### src/rtl/pdh_cmd_responder.sv
// PS<->core GPIO command responder: resynchronises the PS word, executes register accesses on a
// request toggle and echoes the toggle as ack. Optional watchdog enabled by PDH_CMD_WDOG_EN.
module pdh_cmd_responder #(
    parameter int unsigned NUM_RW        = 8,
    parameter int unsigned NUM_RO        = 4,
    parameter int unsigned STABLE_CYCLES = 2,
    parameter int unsigned WDOG_LIMIT    = 125000000
) (
    input  logic                   clk,
    input  logic                   rst_n,
    input  logic [31:0]            axi_from_ps_i,
    output logic [31:0]            axi_to_ps_o,
    output logic [NUM_RW*24-1:0]   cfg_o,
    output logic [NUM_RW-1:0]      cfg_wr_o,
    input  logic [NUM_RO*24-1:0]   status_i,
    output logic                   busy_o,
    output logic                   wdog_o
);

    typedef enum logic [1:0] {StIdle, StSettle, StExec} state_e;

    state_e state_q, state_d;

    logic [31:0]             s1_q, s2_q;
    logic [31:0]             cap_q, cap_d;
    logic [3:0]              cnt_q, cnt_d;
    logic                    last_tog_q;
    logic [31:0]             resp_q;
    logic [NUM_RW-1:0][23:0] cfg_q;
    logic [NUM_RW-1:0]       cfg_wr_q;

    logic              pending;
    logic              exec;
    logic              is_wr;
    logic [5:0]        addr;
    logic              hit_rw;
    logic              hit_ro;
    logic              err;
    logic [23:0]       rd_data;
    logic [23:0]       resp_data;
    logic [NUM_RW-1:0] wr_sel;
    logic              wdog_fire;

    assign pending = (s2_q[31] != last_tog_q);

    // State register
    always_ff @(posedge clk) begin
        if (!rst_n) begin
            state_q <= StIdle;
            cap_q   <= '0;
            cnt_q   <= '0;
        end else begin
            state_q <= state_d;
            cap_q   <= cap_d;
            cnt_q   <= cnt_d;
        end
    end

    // Next-state logic
    always_comb begin
        state_d = state_q;
        cap_d   = cap_q;
        cnt_d   = cnt_q;
        unique case (state_q)
            StIdle: begin
                if (pending) begin
                    cap_d   = s2_q;
                    cnt_d   = '0;
                    state_d = StSettle;
                end
            end
            StSettle: begin
                if (s2_q == cap_q) begin
                    if (cnt_q == 4'(STABLE_CYCLES - 1)) begin
                        state_d = StExec;
                    end else begin
                        cnt_d = cnt_q + 4'd1;
                    end
                end else if (s2_q[31] == last_tog_q) begin
                    // Toggle reverted before the word settled: drop the request.
                    state_d = StIdle;
                end else begin
                    cap_d = s2_q;
                    cnt_d = '0;
                end
            end
            StExec: begin
                state_d = StIdle;
            end
            default: begin
                state_d = StIdle;
            end
        endcase
    end

    // Output / access decode
    always_comb begin
        busy_o  = (state_q != StIdle);
        exec    = (state_q == StExec);
        is_wr   = cap_q[30];
        addr    = cap_q[29:24];
        hit_rw  = 1'b0;
        hit_ro  = 1'b0;
        rd_data = '0;
        wr_sel  = '0;
        for (int k = 0; k < int'(NUM_RW); k++) begin
            if (addr == k[5:0]) begin
                hit_rw  = 1'b1;
                rd_data = cfg_q[k];
            end
        end
        for (int k = 0; k < int'(NUM_RO); k++) begin
            if (addr == 6'(int'(NUM_RW) + k)) begin
                hit_ro  = 1'b1;
                rd_data = status_i[24*k +: 24];
            end
        end
        err = !(hit_rw || (hit_ro && !is_wr));
        if (err) begin
            resp_data = '0;
        end else if (is_wr) begin
            resp_data = cap_q[23:0];
        end else begin
            resp_data = rd_data;
        end
        for (int k = 0; k < int'(NUM_RW); k++) begin
            if (exec && is_wr && hit_rw && (addr == k[5:0])) begin
                wr_sel[k] = 1'b1;
            end
        end
    end

    // Datapath registers
    always_ff @(posedge clk) begin
        if (!rst_n) begin
            s1_q       <= '0;
            s2_q       <= '0;
            last_tog_q <= 1'b0;
            resp_q     <= '0;
            cfg_q      <= '0;
            cfg_wr_q   <= '0;
        end else begin
            s1_q     <= axi_from_ps_i;
            s2_q     <= s1_q;
            cfg_wr_q <= wr_sel | NUM_RW'(wdog_fire);
            if (exec) begin
                resp_q     <= {cap_q[31], err, addr, resp_data};
                last_tog_q <= cap_q[31];
            end
            for (int k = 0; k < int'(NUM_RW); k++) begin
                if (wr_sel[k]) begin
                    cfg_q[k] <= cap_q[23:0];
                end
            end
            if (wdog_fire) begin
                cfg_q[0][0] <= 1'b0;
            end
        end
    end

`ifdef PDH_CMD_WDOG_EN
    logic [31:0] wdog_cnt_q;
    logic        wdog_q;

    // Fires once when the counter reaches the limit; saturation prevents refiring.
    assign wdog_fire = !exec && (wdog_cnt_q == 32'(WDOG_LIMIT - 1));

    always_ff @(posedge clk) begin
        if (!rst_n) begin
            wdog_cnt_q <= '0;
            wdog_q     <= 1'b0;
        end else begin
            if (exec) begin
                wdog_cnt_q <= '0;
            end else if (wdog_cnt_q != 32'(WDOG_LIMIT)) begin
                wdog_cnt_q <= wdog_cnt_q + 32'd1;
            end
            if (wdog_fire) begin
                wdog_q <= 1'b1;
            end else if (exec && is_wr && !err) begin
                wdog_q <= 1'b0;
            end
        end
    end

    assign wdog_o = wdog_q;
`else
    logic unused_wdog_limit;

    assign unused_wdog_limit = ^WDOG_LIMIT;
    assign wdog_fire         = 1'b0;
    assign wdog_o            = 1'b0;
`endif

    assign axi_to_ps_o = resp_q;
    assign cfg_o       = cfg_q;
    assign cfg_wr_o    = cfg_wr_q;

endmodule

### config.mk
export PLATFORM = sky130hd
export DESIGN_NAME = pdh_cmd_responder
export DESIGN_NICKNAME = d
export VERILOG_FILES = /design/src/rtl/pdh_cmd_responder.sv
export SDC_FILE = /design/constraint.sdc
export NUM_CORES = 1
export LEC_CHECK = 0
export CAP_MARGIN = 30
export CORE_MARGIN = 2
export CORE_UTILIZATION = 45
export CTS_CLUSTER_SIZE = 10
export DETAILED_ROUTE_END_ITERATION = 6
export PLACE_DENSITY = 0.83
export SYNTH_ARGS = -nofsm -noshare
export SYNTH_HDL_FRONTEND = slang
export SYNTH_SLANG_ARGS = --single-unit
### constraint.sdc
create_clock -name clk -period 2.5 [get_ports clk]
set_input_delay 0.5 -clock clk [delete_from_list [all_inputs] [get_ports clk]]
set_output_delay 0.5 -clock clk [all_outputs]
set_load 0.05 [all_outputs]
; ---- Yosys cells after proc, flatten, opt, wreduce, memory -nomap -nowiden
; Index checks and enable logic that the tools add are counted.
[classes]
muxes = 48
addsub = 1
n_eq_ne = 24
reduce_logical = 21
[ops]
columns = op, count
row1 = two-way mux 24 bit, 14
row2 = two-way mux 32 bit, 3
row3 = one-hot mux 32 bit (2 select lines), 1
row4 = equality test 32 bit, 1
row5 = equality test 6 x 3 -> 1 bit (second input constant), 4
row6 = equality test 6 x 4 -> 1 bit (second input constant), 4
row7 = two-way mux 1 bit, 20
row8 = two-way mux 4 bit, 4
row9 = equality test 6 x 2 -> 1 bit (second input constant), 2
row10 = != test 3 bit (second input constant), 4
row11 = logical AND 1 bit, 11
row12 = two-way mux 2 bit, 4
row13 = one-hot mux 4 bit (2 select lines), 1
row14 = AND reduction 4 bit, 2
row15 = equality test 6 x 1 -> 1 bit (second input constant), 1
row16 = zero test 6 bit, 1
row17 = != test 2 bit (second input constant), 3
row18 = adder 4 x 1 -> 4 bit (second input constant), 1
row19 = equality test 4 x 1 -> 1 bit (second input constant), 1
row20 = one-hot mux 2 bit (2 select lines), 1
row21 = nonzero test 2 bit, 2
row22 = AND reduction 3 bit, 1
row23 = equality test 2 x 1 -> 1 bit (second input constant), 1
row24 = equality test 2 bit (second input constant), 1
row25 = other kinds (5), 6
[totals]
ff_bits = 335
wordCells = 110
out_inout_bits = 234
inputBits = 130

; ---- Depth between registers and ports, before layout
; Gate-level depths: netlist (run 1).
[logic_depth]
word_depth = 15
ltp_mapped = 9
ltp_nobuf = 7

; ---- Worst setup path after synthesis (run 1)
; OpenSTA, ideal clock, no wires.
[synth_timing]
path_kind = reg-to-reg
from = register cap_q[21]
to = register state_q[0]
t_required_ps = 2385
path_stages_with_launch = 9
synth_period_minus_slack_ps = 2452
slack_ps = 48
arrival_time_ps = 2338
setup_ps = 115
path_buffers = 3
cell_sequence = dfxtp_1 xor2_1 or4_1 or4_1 buf_2 o31a_1 buf_4 buf_6 o21a_1
[synth_via]
elab_chain_cells = 3
word_cells_on_any_way = 6
classes_between = 3 x eq/ne / 2 x mux / 1 x reduce/logical
[synth_lines]
columns = item, line
row1 = start: declaration, 25  ; logic [31:0] cap_q, cap_d;
row2 = start signal: assignment, 54  ; cap_q <= cap_d;
row3 = equality test 32 bit (*), 73  ; if (s2_q == cap_q) begin
row4 = != test 3 bit (no line) or two-way mux 2 bit (tied branches), --
row5 = AND reduction 3 bit (no line) or one-hot mux 2 bit (2 select lines) (tied branches), --
row6 = end signal: assignment, 49  ; state_q <= StIdle;
row7 = end signal: assignment, 53  ; state_q <= state_d;
row8 = end: declaration, 22  ; state_e state_q, state_d;
; Every way passes the cells marked *; elsewhere a longest branch is shown, timed or not.
; A chain may end at the register's enable or synchronous reset.

; ---- Final worst setup path (run 1)
[layout_timing]
from = register cap_q[21]
to = register cnt_q[2]
[layout_via]
elab_chain_cells = 3
word_cells_on_any_way = 6
classes_between = 3 x eq/ne / 2 x mux / 1 x reduce/logical
[layout_lines]
columns = item, line
row1 = equality test 32 bit (*), 73
row2 = != test 3 bit (no line) or two-way mux 4 bit (tied branches), --
row3 = AND reduction 4 bit (no line) or one-hot mux 4 bit (2 select lines) (tied branches), --
row4 = end signal: assignment, 55  ; cnt_q <= cnt_d;
row5 = end: declaration, 26  ; logic [3:0] cnt_q, cnt_d;
; Marks and branches as above.

==> qor.log, run 1 <==
INFO  logic_synthesis ys.warnings.count=0
INFO  routing        initialDrtViolationCount=1479
INFO  worst_setup_path critical_path.max_stage_delay=530ps
INFO  worst_setup_path crit_path_max_fo=9
INFO  worst_setup_path slowest_stage=or4_1
INFO  finish         postLayoutCoreUtil=62.5%
INFO  worst_setup_path worstSetupEndpointType=flop
INFO  sta            fmax=420MHz
INFO  sta            worst_pin_slew=982ps
INFO  worst_setup_path cp-start-kind=flop
INFO  finish         proportion_of_layout_cells_with_a_drive_suffix_above_1=9.09%
INFO  logic_synthesis number_of_enable_type_register_cells_in_the_synthesized_netlist=0
INFO  cts            cts_buffers=39
INFO  die            row_count=66
INFO  worst_setup_path critical-path-top-delay-family=simple AND/OR/NAND/NOR gates
INFO  cts            clockRootBuffer=clkbuf_16
INFO  sta            number_of_endpoints_failing_setup_at_the_final_stage=0
INFO  sta            finalSetupTns=0ps
INFO  sta            layout_min_cycle_time=2380ps
INFO  worst_setup_path cp_common_cell=or4_1
INFO  cts            cts_post_setup_buffers_inserted=0
INFO  grt            first_pass_grt_wire_length=83300um
INFO  sta            worst_clock_skew=39.4ps
INFO  routing        route.vias.total=14800
INFO  sta            final_hold_viol_count=0
INFO  die            floorplan.initialDensity=45.5%
INFO  cts            tritoncts=yes
INFO  routing        post_drt_via_cell_ratio=5.82
INFO  grt            antenna_found_initial=4
INFO  sta            grt_setup_unrepaired=no
INFO  routing        final_antenna_net_count=0
INFO  die            fp.dieW=185um
INFO  worst_setup_path crit_type=reg2reg
INFO  sta            maxSlewHeadroom=34.5%
INFO  worst_setup_path crit_arrival=2830ps
INFO  finish         multi_input_comb_area=0.00742mm2
INFO  grt            global_route.overflow_total=0
INFO  finish         syn_to_final_growth=37.3%
INFO  sta            hold-worst-slack=375ps
INFO  worst_setup_path crit_path_cell_trace=xor2_1, or4_1, or4_4, buf_6, or4_1, o22ai_1
INFO  power          cellPowerDensity=544mW/mm2
INFO  logic_synthesis synth.distinct_cells=61
INFO  routing        wl_per_cell=22.2um
INFO  cts            cts.reportedPaths.clkPinSlew=60ps
INFO  routing        postRouteWirelength=56200um
INFO  die            floorplan.die.height=185um
INFO  logic_synthesis async_flop_share=0%
INFO  finish         final.fill_count=2710
INFO  logic_synthesis yosys.area.top_type_share=45.4%
INFO  cts            clk_path_buf_depth=3
INFO  logic_synthesis synthDominantAreaCellType=dfxtp_1
INFO  cts            cts.sinks=334
INFO  logic_synthesis ys_seq_area_share=45.4%
INFO  logic_synthesis ys.flop_type=dfxtp_1
INFO  grt            total_grt_usage=31.9%
INFO  die            core=0.0324mm2
INFO  outcome        status=complete, no violations
INFO  grt            vias_in_the_first_global_route=14200
INFO  logic_synthesis synth.cell_area=0.0147mm2
INFO  logic_synthesis netlist_top_cells_area=dfxtp_1 45%, nand2_1 11%, mux2i_1 7.8%
INFO  die            die_area=0.0342mm2
INFO  finish         seqCellArea=0.00670mm2
INFO  power          vdd_ir_drop_max=468uV
INFO  power          total_power=0.0110W
INFO  logic_synthesis postSynthNetCount=1884
INFO  logic_synthesis synth.ff_latch_count=334
INFO  routing        drt_pass1_iterations=6
INFO  grt            maximum_number_of_pins_on_one_net_before_global_route_repair=107
INFO  min_path       hold_crit_path_type=in2reg
INFO  placement      place.port_buffers=362
INFO  logic_synthesis postSynthAreaPerCell=8.41um2
INFO  die            boundaryPins=364
INFO  sta            maxSlewViolCount=0
INFO  cts            ctsHtreeMaxLevel=2
INFO  placement      dp_hpwl=40600um
INFO  finish         nets=2216
INFO  sta            post-route-period-util=95.2%
INFO  worst_setup_path path_buf_inv=1
INFO  cts            clock_insertion_delay_worst_skew=550ps
INFO  logic_synthesis netlist_instances=1752
INFO  power          p_leak=6.81nW
INFO  placement      routabilityCongestion=0.930
INFO  flow_run       cap_viol_max_count=0
INFO  routing        remaining_drc_errors=0
INFO  worst_setup_path cp_data_required_time=2950ps
-- tightest hold or removal path, stage by stage --
cell and delay (ps):
buf_4 190, o21ai_0 100, nor2_1 40
-- final timing paths --
path                          end  startpoint  cells after the start  slack [ps]
setup / recovery         cnt_q[2]   cap_q[21]                      6         120
hold reg to reg           s2_q[4]     s1_q[4]                      1         430
hold / removal    axi_to_ps_o[30]       rst_n                      3         370
setup reg to reg         cnt_q[2]   cap_q[21]                      6         120
-- Yosys cell counts, types with 6 or more instances --
| cell | n |
|---|---|
| or4_1 | 7 |
| nor4_1 | 16 |
| xor2_1 | 28 |
| and2_1 | 68 |
| nand3_1 | 19 |
| nand2b_1 | 29 |
| o21ai_0 | 71 |
| a2bb2oi_1 | 16 |
| dfxtp_1 | 334 |
| nor2b_1 | 7 |
| mux2i_1 | 115 |
| buf_2 | 12 |
| a21oi_1 | 166 |
| nand2_1 | 422 |
| inv_1 | 6 |
| a311oi_1 | 18 |
| nor3_1 | 14 |
| clkbuf_1 | 142 |
| mux4_2 | 19 |
| nor2_1 | 80 |
| and3_1 | 7 |
| a221oi_1 | 20 |
| a22oi_1 | 26 |
| a32oi_1 | 10 |
| buf_1 | 10 |
-- routing by layer --
layer	part of all wire [%]	global-route usage, %
met2	47	53.4
met1	38	38.9
met3	9.7	6.31
met5	0.046	0
met4	5.7	16.6
-- sequential cells by signal, indices dropped and copies added (netlist names) --
signal	cells
axi_to_ps_o	31
cap_q	32
cfg_o	192
cfg_wr_o	8
cnt_q	4
last_tog_q	1
s1_q	32
s2_q	32
state_q	2
-- through the flow --
stage               area, um2  std cells  setup WS, ps
floorplan               14700       1752          47.8
global placement        19200       2485           113
detailed placement      19200       2485          66.4
CTS                     20200       2532          32.3
global route            20200       2534          29.1
finish                  20200       2535           120
-- logic make-up (layout without fill, tap and decap cells) --
logic type                 count (synthesis)  in the layout  synth area share [%]
buffers and inverters                    178            516                  4.86
adders and majority gates                  2              2                 0.170
DFF                                      334            334                  45.4
xor gates and xnor gates                  33             33                  1.96
AOI/OAI and AO/OA                        373            373                  15.7
and+or+nand+nor                          694            694                  21.0
other                                      1              4                0.0254
muxes                                    137            137                  10.9
-- timing repair --
item                                    in CTS  in global routing
pin swaps                                    0                  2
hold endpoints to repair                     0                  0
endpoints found under the setup margin       1                 18
hold buffers                                 0                  0
resized for setup                            1                  6
-- layout by cell type, fill, tap and decap left out, types with 20 or more instances in the layout --
cell / count
a221oi_1: 20
nand2b_1: 28
clkdlybuf4s50_1: 360
mux2i_1: 115
nand2_1: 422
a21oi_1: 166
clkbuf_16: 39
buf_4: 89
and2_1: 68
nor2_1: 80
xor2_1: 28
o21ai_0: 71
a22oi_1: 26
dfxtp_1: 331
-- power by group --
group | switching, W | internal, W
logic | 0.000306 | 0.000318
clock network | 0.00209 | 0.00289
registers | 0.0000363 | 0.00538
total | 0.00244 | 0.00858
-- cell type report --
cell class,count,share of cell area [%]
clock buffers,43,4.90
inverters,8,0.173
flip-flops and latches,334,33.1
clock inverters,4,0.278
repair buffers,461,22.1
multi-input cells,1240,36.7
well taps,442,2.73
diodes,3,0.0371
Power figures use the tool's default switching activity.
==> run 2, diff against run 1 <==
--- a/config.mk
+++ b/config.mk
@@ -11,6 +11,7 @@
 export CTS_CLUSTER_SIZE = 10
 export DETAILED_ROUTE_END_ITERATION = 6
 export PLACE_DENSITY = 0.83
+export REMOVE_ABC_BUFFERS = 1
 export SYNTH_ARGS = -nofsm -noshare
 export SYNTH_HDL_FRONTEND = slang
 export SYNTH_SLANG_ARGS = --single-unit
==> qor.log, run 2 (synthesis gave the netlist of run 1 again) <==
INFO  sta            hold-worst-slack=427ps
INFO  sta            layout_min_cycle_time=2400ps
INFO  worst_setup_path cp-start-kind=flop
INFO  grt            maximum_number_of_pins_on_one_net_before_global_route_repair=109
INFO  routing        initialDrtViolationCount=1544
INFO  grt            global_route.overflow_total=0
INFO  worst_setup_path crit_path_max_fo=9
INFO  grt            first_pass_grt_wire_length=82400um
INFO  finish         mostFrequentLayoutCell=nand2_1
INFO  cts            tritoncts=yes
INFO  finish         multi_input_comb_area=0.00743mm2
INFO  sta            maxSlewHeadroom=48.5%
INFO  grt            total_grt_usage=31.3%
INFO  cts            cts_post_setup_buffers_inserted=0
INFO  cts            ctsHtreeMaxLevel=2
INFO  finish         flip_flop_count_of_the_largest_register_after_layout=192
INFO  sta            worst_pin_slew=773ps
INFO  worst_setup_path crit_type=reg2reg
INFO  flow_run       cap_viol_max_count=0
INFO  cts            clockRootBuffer=clkbuf_16
INFO  routing        wl_per_cell=21.8um
INFO  grt            vias_in_the_first_global_route=14100
INFO  routing        post_drt_via_cell_ratio=5.78
INFO  power          p_leak=6.92nW
INFO  routing        final_antenna_net_count=0
INFO  worst_setup_path cp_data_required_time=2950ps
INFO  cts            cts.sinks=334
INFO  die            fp.dieW=185um
INFO  cts            cts.reportedPaths.clkPinSlew=60ps
INFO  sta            finalSetupTns=0ps
INFO  finish         seqCellArea=0.00670mm2
INFO  sta            final_hold_viol_count=0
INFO  finish         final.fill_count=2695
INFO  die            row_count=66
INFO  routing        remaining_drc_errors=0
INFO  die            core=0.0324mm2
INFO  cts            clock_insertion_delay_worst_skew=520ps
INFO  cts            ctsHoldBuffers=0
INFO  power          vdd_ir_drop_max=393uV
INFO  cts            clk_path_buf_depth=3
INFO  finish         leading_cell_types_in_the_layout_fill_and_taps_excluded=422 x nand2_1, 360 x clkdlybuf4s50_1, 331 x dfxtp_1
INFO  min_path       hold_crit_path_type=reg2reg
INFO  worst_setup_path worstSetupEndpointType=flop
INFO  sta            worst_clock_skew=13.2ps
INFO  grt            antenna_found_initial=1
INFO  finish         syn_to_final_growth=38.4%
INFO  sta            post-route-period-util=96.0%
INFO  die            floorplan.initialDensity=45.5%
INFO  finish         proportion_of_layout_cells_with_a_drive_suffix_above_1=9.92%
INFO  sta            number_of_endpoints_failing_setup_at_the_final_stage=0
INFO  die            die_area=0.0342mm2
INFO  worst_setup_path crit_arrival=2850ps
INFO  finish         nets=2230
INFO  cts            cts_buffers=40
INFO  power          cellPowerDensity=548mW/mm2
INFO  sta            maxSlewViolCount=0
INFO  placement      dp_hpwl=39600um
INFO  routing        route.vias.total=14700
INFO  die            floorplan.die.height=185um
INFO  routing        drt_pass1_iterations=6
INFO  routing        postRouteWirelength=55600um
INFO  placement      routabilityCongestion=0.912
INFO  outcome        status=complete, no violations
INFO  sta            grt_setup_unrepaired=no
INFO  die            boundaryPins=364
INFO  sta            fmax=417MHz
INFO  placement      place.port_buffers=362
-- run 2: through the flow --
stage	util [%]	setup WS [ps]	power, W	instance area (um2)	cells
floorplan	-	-2690	0.00575	14100	1582
global placement	59.6	105	0.00613	19300	2498
detailed placement	59.6	75.6	0.00614	19300	2498
CTS	63.0	54.2	0.0112	20400	2549
global route	63.0	27.0	0.0115	20400	2550
finish	63.0	99.7	0.0112	20400	2550
-- run 2: area by class of cell --
cell class / instances / area share (%)
diodes: 1 / 0.0123
clock buffers: 48 / 5.31
well taps: 442 / 2.71
flip-flops and latches: 334 / 32.8
inverters: 8 / 0.172
multi-input cells: 1240 / 36.4
clock inverters: 3 / 0.129
repair buffers: 474 / 22.4
-- run 2: worst paths after layout --
check             endpoint  slack (ps)  cells after the start      start
hold / removal    s2_q[29]         430                      1   s1_q[29]
hold reg to reg   s2_q[29]         430                      1   s1_q[29]
setup / recovery  cnt_q[2]         100                      6  cap_q[21]
setup reg to reg  cnt_q[2]         100                      6  cap_q[21]
-- run 2: worst max-delay path, cell delays in order (launching register included) --
cell     delay, ps
dfxtp_1        320
xor2_1         160
or4_1          530
or4_4          510
buf_4          180
or4_1          510
o22ai_1        110
-- run 2: layer usage --
| metal | GRT usage [%] | routed length [um] | up-vias |
|---|---|---|---|
| li1 | - | - | 6687 |
| met1 | 39.5 | 21200 | 6924 |
| met2 | 50.1 | 25300 | 929 |
| met3 | 6.98 | 6040 | 202 |
| met4 | 16.5 | 3030 | 0 |
| met5 | 0 | 0 | - |
-- run 2: report_power, final --
group	leakage, nW	total [W]	switching [W]	internal (W)
Combinational	3.67	0.000625	0.000300	0.000325
Clock	0.545	0.00514	0.00213	0.00301
Sequential	2.71	0.00541	0.0000340	0.00538
-- run 2: timing repair --
action,4_1_cts,5_1_grt
endpoints found under the setup margin,1,15
gates resized for setup,1,2
gates cloned,0,0
pin swaps,0,0
==> run 3, diff against run 2 <==
--- a/config.mk
+++ b/config.mk
@@ -5,6 +5,7 @@
 export SDC_FILE = /design/constraint.sdc
 export NUM_CORES = 1
 export LEC_CHECK = 0
+export ABC_AREA = 1
 export CAP_MARGIN = 30
 export CORE_MARGIN = 2
 export CORE_UTILIZATION = 45
==> qor.log, run 3 <==
INFO  sta            worst_pin_slew=861ps
INFO  cts            cts.reportedPaths.clkPinSlew=60ps
INFO  sta            final_hold_viol_count=0
INFO  worst_setup_path reg2reg_depth=11
INFO  logic_synthesis async_flop_share=0%
INFO  placement      placed_cell_area=0.0184mm2
INFO  die            floorplan.die.height=182um
INFO  die            die_area=0.0332mm2
INFO  finish         flip_flop_count_of_the_largest_register_after_layout=192
INFO  finish         syn_to_final_growth=36.3%
INFO  logic_synthesis ys.flop_type=dfxtp_1
INFO  worst_setup_path crit_path_max_fo=3
INFO  worst_setup_path crit_type=reg2out
INFO  cts            clock_insertion_delay_worst_skew=520ps
INFO  logic_synthesis synth_xor_xnor_area_share=1.16%
INFO  sta            finalSetupTns=0ps
INFO  power          total_power=0.0113W
INFO  grt            vias_in_the_first_global_route=14000
INFO  routing        drt_pass1_iterations=7
INFO  logic_synthesis synth.area.mux_share=0%
INFO  finish         leading_cell_types_in_the_layout_fill_and_taps_excluded=372 x nand2_1, 361 x clkdlybuf4s50_1, 334 x dfxtp_1
INFO  cts            clk_path_buf_depth=3
INFO  worst_setup_path cp_data_required_time=2000ps
INFO  logic_synthesis synth_top_family_by_area=simple AND/OR/NAND/NOR gates
INFO  worst_setup_path rrSetupSlack=160ps
INFO  finish         design_area=0.0195mm2
INFO  logic_synthesis synth.cells.most_frequent=372 x nand2_1, 334 x dfxtp_1, 299 x nor2_1
INFO  outcome        status=complete, no violations
INFO  logic_synthesis ys_seq_area_share=46.8%
INFO  routing        postRouteWirelength=53000um
INFO  finish         mostFrequentLayoutCell=nand2_1
INFO  sta            fmax=419MHz
INFO  flow_run       cap_viol_max_count=0
INFO  placement      routabilityCongestion=0.985
INFO  grt            total_grt_usage=30.5%
INFO  routing        final_antenna_net_count=0
INFO  logic_synthesis netlist_top_cells_area=dfxtp_1 47%, nand2_1 9.8%, o21ai_0 9.0%
INFO  worst_setup_path r2r-end=axi_to_ps_o[10]
INFO  worst_setup_path cp-start-kind=flop
INFO  cts            cts.sinks=334
INFO  worst_setup_path endpoint=busy_o
INFO  logic_synthesis postSynthAreaPerCell=7.07um2
INFO  finish         proportion_of_layout_cells_with_a_drive_suffix_above_1=8.00%
INFO  sta            number_of_endpoints_failing_setup_at_the_final_stage=0
INFO  logic_synthesis synth_compound_gate_area_share=16.3%
INFO  cts            tritoncts=yes
INFO  logic_synthesis synth.distinct_cells=37
INFO  worst_setup_path crit_arrival=1890ps
INFO  routing        route.vias.total=15200
INFO  sta            hold-worst-slack=263ps
INFO  die            floorplan.initialDensity=45.6%
INFO  cts            ctsHtreeMaxLevel=2
INFO  worst_setup_path timing.critical_path.from=state_q[1]
INFO  routing        remaining_drc_errors=0
INFO  logic_synthesis yosys.area.top_type_share=46.8%
INFO  logic_synthesis post_synth_fa_ha_maj_area_fraction=0.175%
INFO  power          p_leak=8.34nW
INFO  grt            first_pass_grt_wire_length=79400um
INFO  logic_synthesis synth-simple-area-share=25.9%
INFO  placement      dp_hpwl=38000um
INFO  grt            global_route.overflow_total=0
INFO  grt            maximum_number_of_pins_on_one_net_before_global_route_repair=213
INFO  routing        wl_per_cell=19.1um
INFO  sta            maxSlewHeadroom=42.6%
INFO  sta            maxSlewViolCount=0
INFO  placement      dpl_worst_slack=53.8ps
INFO  logic_synthesis netlist_instances=2023
INFO  logic_synthesis post-synth-top-count-cell=nand2_1
INFO  die            row_count=65
INFO  sta            post-route-period-util=95.5%
INFO  die            fp.dieW=182um
INFO  routing        post_drt_via_cell_ratio=5.51
INFO  cts            cts_buffers=39
INFO  power          cellPowerDensity=580mW/mm2
INFO  logic_synthesis synth.cell_area=0.0143mm2
INFO  sta            worst_clock_skew=18.8ps
INFO  die            core=0.0314mm2
INFO  min_path       hold_crit_path_type=in2reg
INFO  logic_synthesis synth.ff_latch_count=334
INFO  logic_synthesis synthDominantAreaCellType=dfxtp_1
INFO  die            boundaryPins=364
INFO  sta            layout_min_cycle_time=2390ps
INFO  routing        initialDrtViolationCount=1936
INFO  logic_synthesis ys.warnings.count=0
INFO  worst_setup_path worst_r2r_start=cap_q[25]
INFO  worst_setup_path worstSetupEndpointType=output port
INFO  finish         nets=2490
INFO  sta            grt_setup_unrepaired=no
INFO  sta            final_worst_setup_slack=111ps
INFO  placement      place.port_buffers=362
INFO  power          vdd_ir_drop_max=521uV
INFO  cts            clockRootBuffer=clkbuf_16
INFO  logic_synthesis number_of_enable_type_register_cells_in_the_synthesized_netlist=0
INFO  grt            antenna_found_initial=5
-- run 3: changes by cell type in the layout (fill, tap and decap cells not counted), sizes merged, moves of 54 or more --
cell	before	now
and2	68	0
inv	10	206
mux2i	115	0
o21ai	71	257
nor2	80	317
nand4	5	59
-- run 3: repair_timing --
item | in CTS | in global routing
hold endpoints to repair | 0 | 0
setup buffers | 0 | 8
endpoints found under the setup margin | 0 | 47
hold buffers | 0 | 0
gates resized for setup | 0 | 3
-- run 3: layout make-up --
cell class | instances | area (um2)
inverters | 212 | 807
fillers | 2744 | 11900
diodes | 3 | 7.51
clock buffers | 46 | 1050
well taps | 402 | 503
multi-input cells | 1339 | 6230
repair buffers | 432 | 4200
flip-flops and latches | 334 | 6690
-- run 3: kinds of logic after synthesis --
family | count (synthesis)
AND/OR/NAND/NOR | 857
XOR/XNOR | 19
buffers and inverters | 350
other | 1
AO/OA/AOI/OAI | 460
adder cells (fa/ha/maj) | 2
flip-flops | 334
-- run 3: power breakdown --
| part | switching (W) | internal [W] |
|---|---|---|
| clock | 0.00204 | 0.00292 |
| sequential | 0.0000459 | 0.00540 |
| combinational | 0.000509 | 0.000372 |
-- run 3: worst min path at each step --
| stage | endpoint | slack, ps | cells past startpoint | start |
|---|---|---|---|---|
| finish | s2_q[0] | 260 | 3 | rst_n |
| global route | s2_q[18] | 260 | 3 | rst_n |
| CTS | s1_q[0] | 250 | 3 | rst_n |
| detailed placement | s2_q[31] | 400 | 2 | s1_q[31] |
| global placement | s2_q[0] | 400 | 2 | s1_q[0] |
| floorplan | s2_q[16] | 390 | 2 | s1_q[16] |
-- run 3: through the flow --
| stage | cells | util, % |
|---|---|---|
| floorplan | 1885 | - |
| global placement | 2711 | 58.5 |
| detailed placement | 2711 | 58.5 |
| CTS | 2757 | 61.8 |
| global route | 2768 | 62.1 |
| finish | 2768 | 62.1 |
-- run 3: critical path, stage by stage, from the launching register on --
cell             delay, ps
dfxtp_1                380
inv_2                   60
nand2_1                110
clkdlybuf4s50_1        830
-- run 3: layer usage --
layer	part of all wire, %	track usage [%]
met2	44	47.9
met4	5.6	16.4
met3	13	7.24
met5	0.023	0
met1	38	38.9
